$ cat config.mk
export PLATFORM = sky130hd
export DESIGN_NAME = stopwatch_time_counter
export DESIGN_NICKNAME = d
export VERILOG_FILES = /design/src/rtl/stopwatch_pkg.sv /design/src/rtl/stopwatch_time_counter_bcd_digit.sv /design/src/rtl/stopwatch_time_counter.sv
export SDC_FILE = /design/constraint.sdc
export NUM_CORES = 1
export LEC_CHECK = 0
export CAP_MARGIN = 25
export CORE_ASPECT_RATIO = 0.9
export CORE_MARGIN = 1
export CORE_UTILIZATION = 35
export DETAILED_ROUTE_END_ITERATION = 16
export PLACE_DENSITY = 0.58
export SYNTH_ARGS = -nofsm -noshare
export SYNTH_HDL_FRONTEND = slang
export SYNTH_SLANG_ARGS = --single-unit
$ cat constraint.sdc
create_clock -name sysClk -period 1.85 [get_ports sysClk]
set_clock_uncertainty 0.1 [all_clocks]
set_input_delay 0.2775 -clock sysClk [delete_from_list [all_inputs] [get_ports sysClk]]
set_output_delay 0.2775 -clock sysClk [all_outputs]
set_load 0.1 [all_outputs]
$ cat src/rtl/stopwatch_pkg.sv
// Shared types and constants for the MM:SS stopwatch counter.
package stopwatch_pkg;

    typedef enum logic [1:0] {
        IDLE  = 2'd0,
        RUN   = 2'd1,
        PAUSE = 2'd2
    } state_t;

    typedef logic [3:0] bcd_t;

    localparam bcd_t DIGIT_MAX        = 4'd9;
    localparam int   SEC_TENS_MAX_DEF = 5;
    localparam int   MIN_TENS_MAX_DEF = 5;

endpackage

$ cat src/rtl/stopwatch_time_counter_bcd_digit.sv
// One BCD digit that counts 0..MAX on enable; carry is combinational so
// a chain of these rolls over within the same sysClk edge.
module bcd_digit_counter
    import stopwatch_pkg::*;
#(
    parameter bcd_t MAX = DIGIT_MAX
) (
    input  logic sysClk,
    input  logic reset,
    input  logic clr,
    input  logic en,
    output bcd_t digit,
    output logic carry
);

    bcd_t r_digit;

    always_ff @(posedge sysClk) begin
        if (reset || clr) begin
            r_digit <= '0;
        end else if (en) begin
            r_digit <= (r_digit == MAX) ? '0 : r_digit + 4'd1;
        end
    end

    assign digit = r_digit;
    assign carry = en && (r_digit == MAX);

endmodule

$ cat src/rtl/stopwatch_time_counter.sv
// MM:SS stopwatch counting rising edges of the divided 1 Hz clock, with
// run/pause, clear and a lap freeze that shows a snapshot while counting on.
module stopwatch_time_counter
    import stopwatch_pkg::*;
#(
    parameter int MIN_TENS_MAX = MIN_TENS_MAX_DEF,
    parameter int SEC_TENS_MAX = SEC_TENS_MAX_DEF
) (
    input  logic       sysClk,
    input  logic       reset,
    input  logic       tickIn,
    input  logic       startStop,
    input  logic       clear,
    input  logic       lapToggle,
    output logic [3:0] secOnes,
    output logic [3:0] secTens,
    output logic [3:0] minOnes,
    output logic [3:0] minTens,
    output logic       running,
    output logic       lapActive,
    output logic       wrapPulse
);

    state_t r_state;
    state_t w_nextState;

    logic r_tickPrev;
    logic w_tickRise;
    logic w_countEn;
    logic w_lapFlip;

    bcd_t w_secOnes, w_secTens, w_minOnes, w_minTens;
    logic w_carrySO, w_carryST, w_carryMO, w_carryMT;

    logic r_lapActive;
    logic r_wrapPulse;
    bcd_t r_snapSecOnes, r_snapSecTens, r_snapMinOnes, r_snapMinTens;

    // Counting uses the registered state, so a start pulse never counts its own tick.
    assign w_tickRise = tickIn & ~r_tickPrev;
    assign w_countEn  = w_tickRise && (r_state == RUN) && !clear;
    assign w_lapFlip  = lapToggle && (r_state != IDLE) && !clear;

    always_ff @(posedge sysClk) begin
        if (reset) begin
            r_tickPrev <= 1'b0;
            r_state    <= IDLE;
        end else begin
            r_tickPrev <= tickIn;
            r_state    <= w_nextState;
        end
    end

    always_comb begin
        w_nextState = r_state;
        if (clear) begin
            w_nextState = IDLE;
        end else if (startStop) begin
            case (r_state)
                IDLE:    w_nextState = RUN;
                RUN:     w_nextState = PAUSE;
                PAUSE:   w_nextState = RUN;
                default: w_nextState = IDLE;
            endcase
        end
    end

    bcd_digit_counter #(.MAX(DIGIT_MAX)) u_secOnes (
        .sysClk(sysClk), .reset(reset), .clr(clear), .en(w_countEn),
        .digit(w_secOnes), .carry(w_carrySO)
    );

    bcd_digit_counter #(.MAX(bcd_t'(SEC_TENS_MAX))) u_secTens (
        .sysClk(sysClk), .reset(reset), .clr(clear), .en(w_carrySO),
        .digit(w_secTens), .carry(w_carryST)
    );

    bcd_digit_counter #(.MAX(DIGIT_MAX)) u_minOnes (
        .sysClk(sysClk), .reset(reset), .clr(clear), .en(w_carryST),
        .digit(w_minOnes), .carry(w_carryMO)
    );

    bcd_digit_counter #(.MAX(bcd_t'(MIN_TENS_MAX))) u_minTens (
        .sysClk(sysClk), .reset(reset), .clr(clear), .en(w_carryMO),
        .digit(w_minTens), .carry(w_carryMT)
    );

    // Snapshot is taken from the pre-edge live digits only when entering lap mode.
    always_ff @(posedge sysClk) begin
        if (reset) begin
            r_lapActive   <= 1'b0;
            r_wrapPulse   <= 1'b0;
            r_snapSecOnes <= '0;
            r_snapSecTens <= '0;
            r_snapMinOnes <= '0;
            r_snapMinTens <= '0;
        end else begin
            r_wrapPulse <= w_carryMT;
            if (clear) begin
                r_lapActive <= 1'b0;
            end else if (w_lapFlip) begin
                r_lapActive <= ~r_lapActive;
                if (!r_lapActive) begin
                    r_snapSecOnes <= w_secOnes;
                    r_snapSecTens <= w_secTens;
                    r_snapMinOnes <= w_minOnes;
                    r_snapMinTens <= w_minTens;
                end
            end
        end
    end

    assign secOnes   = r_lapActive ? r_snapSecOnes : w_secOnes;
    assign secTens   = r_lapActive ? r_snapSecTens : w_secTens;
    assign minOnes   = r_lapActive ? r_snapMinOnes : w_minOnes;
    assign minTens   = r_lapActive ? r_snapMinTens : w_minTens;
    assign running   = (r_state == RUN);
    assign lapActive = r_lapActive;
    assign wrapPulse = r_wrapPulse;

endmodule

==> results of run 1 <==
-- flip-flops by register name, summed over array words and instances (netlist names) --
register,cells
lapActive,1
r_snapMinOnes,4
r_snapMinTens,4
r_snapSecOnes,4
r_snapSecTens,4
r_state,2
r_tickPrev,1
u_minOnes.digit,4
u_minTens.digit,4
u_secOnes.digit,4
u_secTens.digit,4
wrapPulse,1
-- kinds of logic after synthesis --
group / Yosys count / synth area share, %
AO/OA/AOI/OAI: 23 / 7.88
XOR/XNOR: 6 / 3.01
AND/OR/NAND/NOR: 106 / 32.2
flip-flops: 37 / 42.4
buffers and inverters: 17 / 4.51
multiplexers: 16 / 10.0
-- worst max-delay path by stage --
stage | startpoint | to | slack, ns
after floorplan | lapActive$_SDFFE_PP0P_ | r_snapMinTens[1]$_SDFFE_PP0P_ | 0.009
after global placement | tickIn | wrapPulse$_SDFF_PP0_ | -0.09
after detailed placement | tickIn | wrapPulse$_SDFF_PP0_ | -0.1
after CTS | lapActive$_SDFFE_PP0P_ | minOnes[0] | 0.002
after global routing | tickIn | wrapPulse$_SDFF_PP0_ | 0.08
final | lapActive$_SDFFE_PP0P_ | minOnes[0] | 0.12
-- cells in the mapped netlist, drive strengths merged, types with 2 or more instances --
library cell  count
nand3             3
mux2             12
inv               4
nand4             5
and4bb            2
nor2             26
nor3b             3
a31oi             2
mux2i             4
nand3b            2
or3               4
o21ai             8
and3              4
nor3             32
a21oi             8
buf               4
dfxtp            37
nor2b             5
xor2              5
clkbuf            9
nand2            16
-- report_power, final --
group	switching, mW	total, mW	internal [mW]
Clock	0.271	0.566	0.296
Sequential	0.00802	0.816	0.808
Combinational	0.0733	0.126	0.0531
Total	0.352	1.51	1.16
-- what timing repair did --
action	in CTS	in global routing
buffers inserted	0	3
endpoints found under the hold margin	0	0
setup endpoints to repair	2	13
gates resized for setup	2	0
-- per-layer routing --
| metal | part of all wire (%) | wire (um) | global-route usage, % | vias to the layer above |
|---|---|---|---|---|
| met4 | 1.2 | 51 | 6.41 | 0 |
| li1 | - | - | - | 800 |
| met5 | 0 | 0 | 0 | - |
| met1 | 48 | 2040 | 21.8 | 742 |
| met2 | 47 | 1980 | 28.1 | 28 |
| met3 | 4.2 | 177 | 3.97 | 5 |
-- cell type report --
| class | instances | area share, % |
|---|---|---|
| multi-input combinational | 151 | 40.4 |
| sequential | 37 | 29.5 |
| timing repair buffer | 44 | 22.9 |
| clock buffer | 7 | 3.42 |
| tap | 65 | 3.22 |
| inverter | 4 | 0.594 |
-- tightest hold or removal path, stage by stage, from the launching register on --
cell	delay, ns
dfxtp_1	0.31
nand2_1	0.05
mux2i_1	0.06
==> impl_metrics.toml, run 1 <==
[outcome]
outcome = "complete, no violations"

[critical_path]
critPathBufInv = 2
startpoint_type = "flip-flop"
max_stage_delay_ns = 0.37
r2r_cells = 4
critPathCaptureType = "output pin"
path_class = "flip-flop to output pin"
crit_required_ns = 1.47
crit_family = "flip-flops"
crit_slowest_cell = "dfxtp_4"
r2r_slack_ns = 0.22
critPathArrivalTime_ns = 1.35
rr_endpoint = "wrapPulse$_SDFF_PP0_"
crit_chain = "buf_4 > mux2_4 > buf_12"
critPathMaxFanout = 5
path_depth = 3
r2r_start = "u_secOnes.digit[3]$_SDFFE_PP0N_"

[clocking]
htreeDepth = 2
cts_buffer_depth = 2
path_clk_slew_ns = 0.07
cts_made_buffers = 5
cts_tree = "done"
ctsHoldBuffers = 0
cts.sinks = 37
clockRootBuffer = "clkbuf_8"
clock_latency_ns = 0.28

[timing]
tns_ns = 0
setup_violations = 0
finalCritPeriodShare_pct = 93.5
hold_slack_ns = 0.364
relSlewSlack_pct = 80.5
max_freq_mhz = 578
worstMarginPinSlew_ns = 0.290
hold_violations = 0
min_period_ns = 1.73
setup_slack_ns = 0.119
rsz0062_at_grt = "false"
drv_slew = 0

[yosys]
synth_top_area_share_pct = 42.4
synth-edff-count = 0
ys.flop_type = "dfxtp_1"
synth-seq-area-share_pct = 42.4
synth_area_leaders = "dfxtp_1 (42%), nor3_1 (9.2%), mux2_2 (7.7%), nor2_1 (5.6%), nand2_1 (3.4%)"
avgSynthCellArea_um2 = 8.52
yosys.area.top_type = "dfxtp_1"
yosys_warnings = 0
ys_ff_latch = 37
syn_area_mm2 = 0.00175
async_flop_share_pct = 0
synth_nets = 211
synthDistinctLibCells = 38
synthCells = 205

[die]
io_pins = 25
rows = 24
core_mm2 = 0.00483
die_h_um = 69.0
initial_core_util_pct = 36.1
die_x_um = 76.5
fp.dieArea_mm2 = 0.00528

[cells_and_area]
fin_cells = 308
regArea_um2 = 744
fillCellCount = 433
postLayoutCoreUtil_pct = 52.3
final_cell_mix = "dfxtp_1 (36), nor3_1 (32), nor2_1 (26)"
area_delta_synth_final_pct = 44.6
antenna_cells = 0
layout-drive-gt1-share_pct = 28.8
fin_area_mm2 = 0.00253
layout.nets = 249
final_common_cell = "dfxtp_1"
multiInputGateArea_mm2 = 0.00102

[global_routing]
grt_usage_pct = 17.1
grt-ovfl-total = 0
grt_pass1_wl_um = 7070
antenna_found_initial = 0
grt_pass1_vias = 1457
grt_max_degree = 22

[route]
drc_errors = 0
dr.pass1.iters = 4
drt_iter0_markers = 104
wl_per_cell_um = 13.8
postRouteAntennaNets = 0
vias = 1575
viasPerCell = 5.11
totalWireLength_um = 4250

[power_and_ir_drop]
fin_total_pwr_mw = 1.51
vdd_ir_drop_max_uv = 368
p_per_area_mw_per_mm2 = 597
p_leak_nw = 0.937

[job]
cap_violations = 0

[placed_design]
placedCellCount = 298
port_buffers = 24
placed_cell_area_mm2 = 0.00240
gp_congestion = 0.791
place_hpwl_um = 2960
pre_cts_slack_ns = -0.0993

[min_path]
min_path_type = "flip-flop to flip-flop"
hold_end = "u_minTens.digit[3]$_SDFFE_PP0P_"
worstHoldPathCells = 2
hold_start = "u_minTens.digit[3]$_SDFFE_PP0P_"
Note: power is estimated with default switching activity, not from simulation.
==> run 2: changes to the inputs <==
Settings changed: CORE_ASPECT_RATIO 0.9 to 0.6.
Clock period 1.85 ns to 1.6 ns, I/O delays scaled along.
==> impl_metrics.toml, run 2 (synthesis gave the netlist of run 1 again) <==
[die]
fp.dieArea_mm2 = 0.00529
io_pins = 25
core_mm2 = 0.00468
rows = 19
die_x_um = 93.2
initial_core_util_pct = 37.3
die_h_um = 56.7

[critical_path]
critPathMaxFanout = 6
path_class = "flip-flop to output pin"
rr_endpoint = "u_minOnes.digit[1]$_SDFFE_PP0N_"
r2r_cells = 4
critPathCaptureType = "output pin"
r2r_slack_ns = -0.02
r2r_start = "u_secTens.digit[3]$_SDFFE_PP0N_"
startpoint_type = "flip-flop"
crit_required_ns = 1.26
critPathArrivalTime_ns = 1.35

[cells_and_area]
antenna_cells = 0
final_common_cell = "dfxtp_1"
multiInputGateArea_mm2 = 0.00105
final_cell_mix = "dfxtp_1 (34), nor3_1 (32), buf_4 (29)"
fin_area_mm2 = 0.00272
postLayoutCoreUtil_pct = 58.1
fillCellCount = 392
layout-drive-gt1-share_pct = 35.8
layout.nets = 262
regArea_um2 = 747
area_delta_synth_final_pct = 55.9

[power_and_ir_drop]
clockPowerShare_pct = 43.4
p_seq_share_pct = 48.4
p_int_mw = 1.51
vdd_ir_drop_max_uv = 387
switchingPower_mw = 0.435
swShare_pct = 22.3
p_comb_share_pct = 8.2
p_leak_nw = 1.04
p_per_area_mw_per_mm2 = 716

[timing]
hold_violations = 0
hold_slack_ns = 0.101
worstMarginPinSlew_ns = 0.284
setup_violations = 14
tns_ns = -0.920
drv_slew = 0
relSlewSlack_pct = 81.0
setup_slack_ns = -0.0856
finalCritPeriodShare_pct = 105
min_period_ns = 1.69
max_freq_mhz = 593
rsz0062_at_grt = "true"

[placed_design]
pre_cts_slack_ns = -0.366
place_hpwl_um = 3240
placed_cell_area_mm2 = 0.00251
port_buffers = 24
gp_congestion = 0.833

[clocking]
cts_tree = "done"
cts_made_buffers = 5
htreeDepth = 2
clockRootBuffer = "clkbuf_8"
path_clk_slew_ns = 0.08
cts_buffer_depth = 2
cts.sinks = 37
clock_latency_ns = 0.29

[route]
viasPerCell = 4.98
postRouteAntennaNets = 0
drt_iter0_markers = 130
wl_per_cell_um = 14.1
dr.pass1.iters = 4
totalWireLength_um = 4510
drc_errors = 0
vias = 1594

[global_routing]
antenna_found_initial = 0
grt_usage_pct = 19.1
grt_pass1_vias = 1445
grt_pass1_wl_um = 7460
grt_max_degree = 13
grt-ovfl-total = 0

[job]
cap_violations = 0

[outcome]
outcome = "complete, but fails checks"
violations = "negative setup slack"

[min_path]
hold_start = "tickIn"
hold_end = "r_tickPrev$_SDFF_PP0_"
min_path_type = "input port to flip-flop"
worstHoldPathCells = 2
## run 2: cell type report
| type | count | share of cell area [%] |
|---|---|---|
| Clock buffer | 7 | 3.17 |
| Sequential cell | 37 | 27.4 |
| Clock inverter | 1 | 1.10 |
| Tap cell | 63 | 2.90 |
| Multi-Input combinational cell | 151 | 38.4 |
| Timing Repair Buffer | 57 | 26.4 |
| Inverter | 4 | 0.551 |
## run 2: how the worst max path moves through the flow
stage	from	endpoint	slack (ns)	cells past startpoint
CTS	lapActive$_SDFFE_PP0P_	secOnes[2]	-0.09	3
detailed placement	clear	wrapPulse$_SDFF_PP0_	-0.37	5
global route	lapActive$_SDFFE_PP0P_	secTens[0]	-0.12	3
finish	lapActive$_SDFFE_PP0P_	secTens[0]	-0.09	3
floorplan	lapActive$_SDFFE_PP0P_	r_snapMinTens[1]$_SDFFE_PP0P_	-0.13	4
global placement	tickIn	wrapPulse$_SDFF_PP0_	-0.34	5
## run 2: power groups by stage
stage | sequential, mW | combinational, mW | clock, mW
floorplan | 0.966 | 0.0881 | 0
detailed placement | 0.967 | 0.151 | 0
global placement | 0.967 | 0.149 | 0
finish | 0.943 | 0.161 | 0.845
CTS | 0.942 | 0.159 | 0.863
global route | 0.944 | 0.175 | 0.911
## run 2: metrics by stage
stage / std cells / total power, mW
floorplan: 205 / 1.05
global placement: 308 / 1.12
detailed placement: 308 / 1.12
CTS: 320 / 1.96
global route: 320 / 2.03
finish: 320 / 1.95
## run 2: worst max-delay path: stages, from the launching register on
cell and delay (ns):
dfxtp_4 0.40, buf_12 0.14, mux2_4 0.33, buf_12 0.17
## run 2: repair_timing
item	in CTS	in global routing
hold buffers	0	0
setup buffers	4	0
pin swaps	3	8
endpoints found under the setup margin	21	25
resized for setup	3	15
## run 2: routing by layer
metal | wire [um] | global-route usage, % | vias up
li1 | - | - | 823
met1 | 2420 | 30.0 | 720
met2 | 1720 | 24.2 | 45
met3 | 295 | 4.88 | 6
met4 | 66 | 6.59 | 0
met5 | 0 | 0 | -
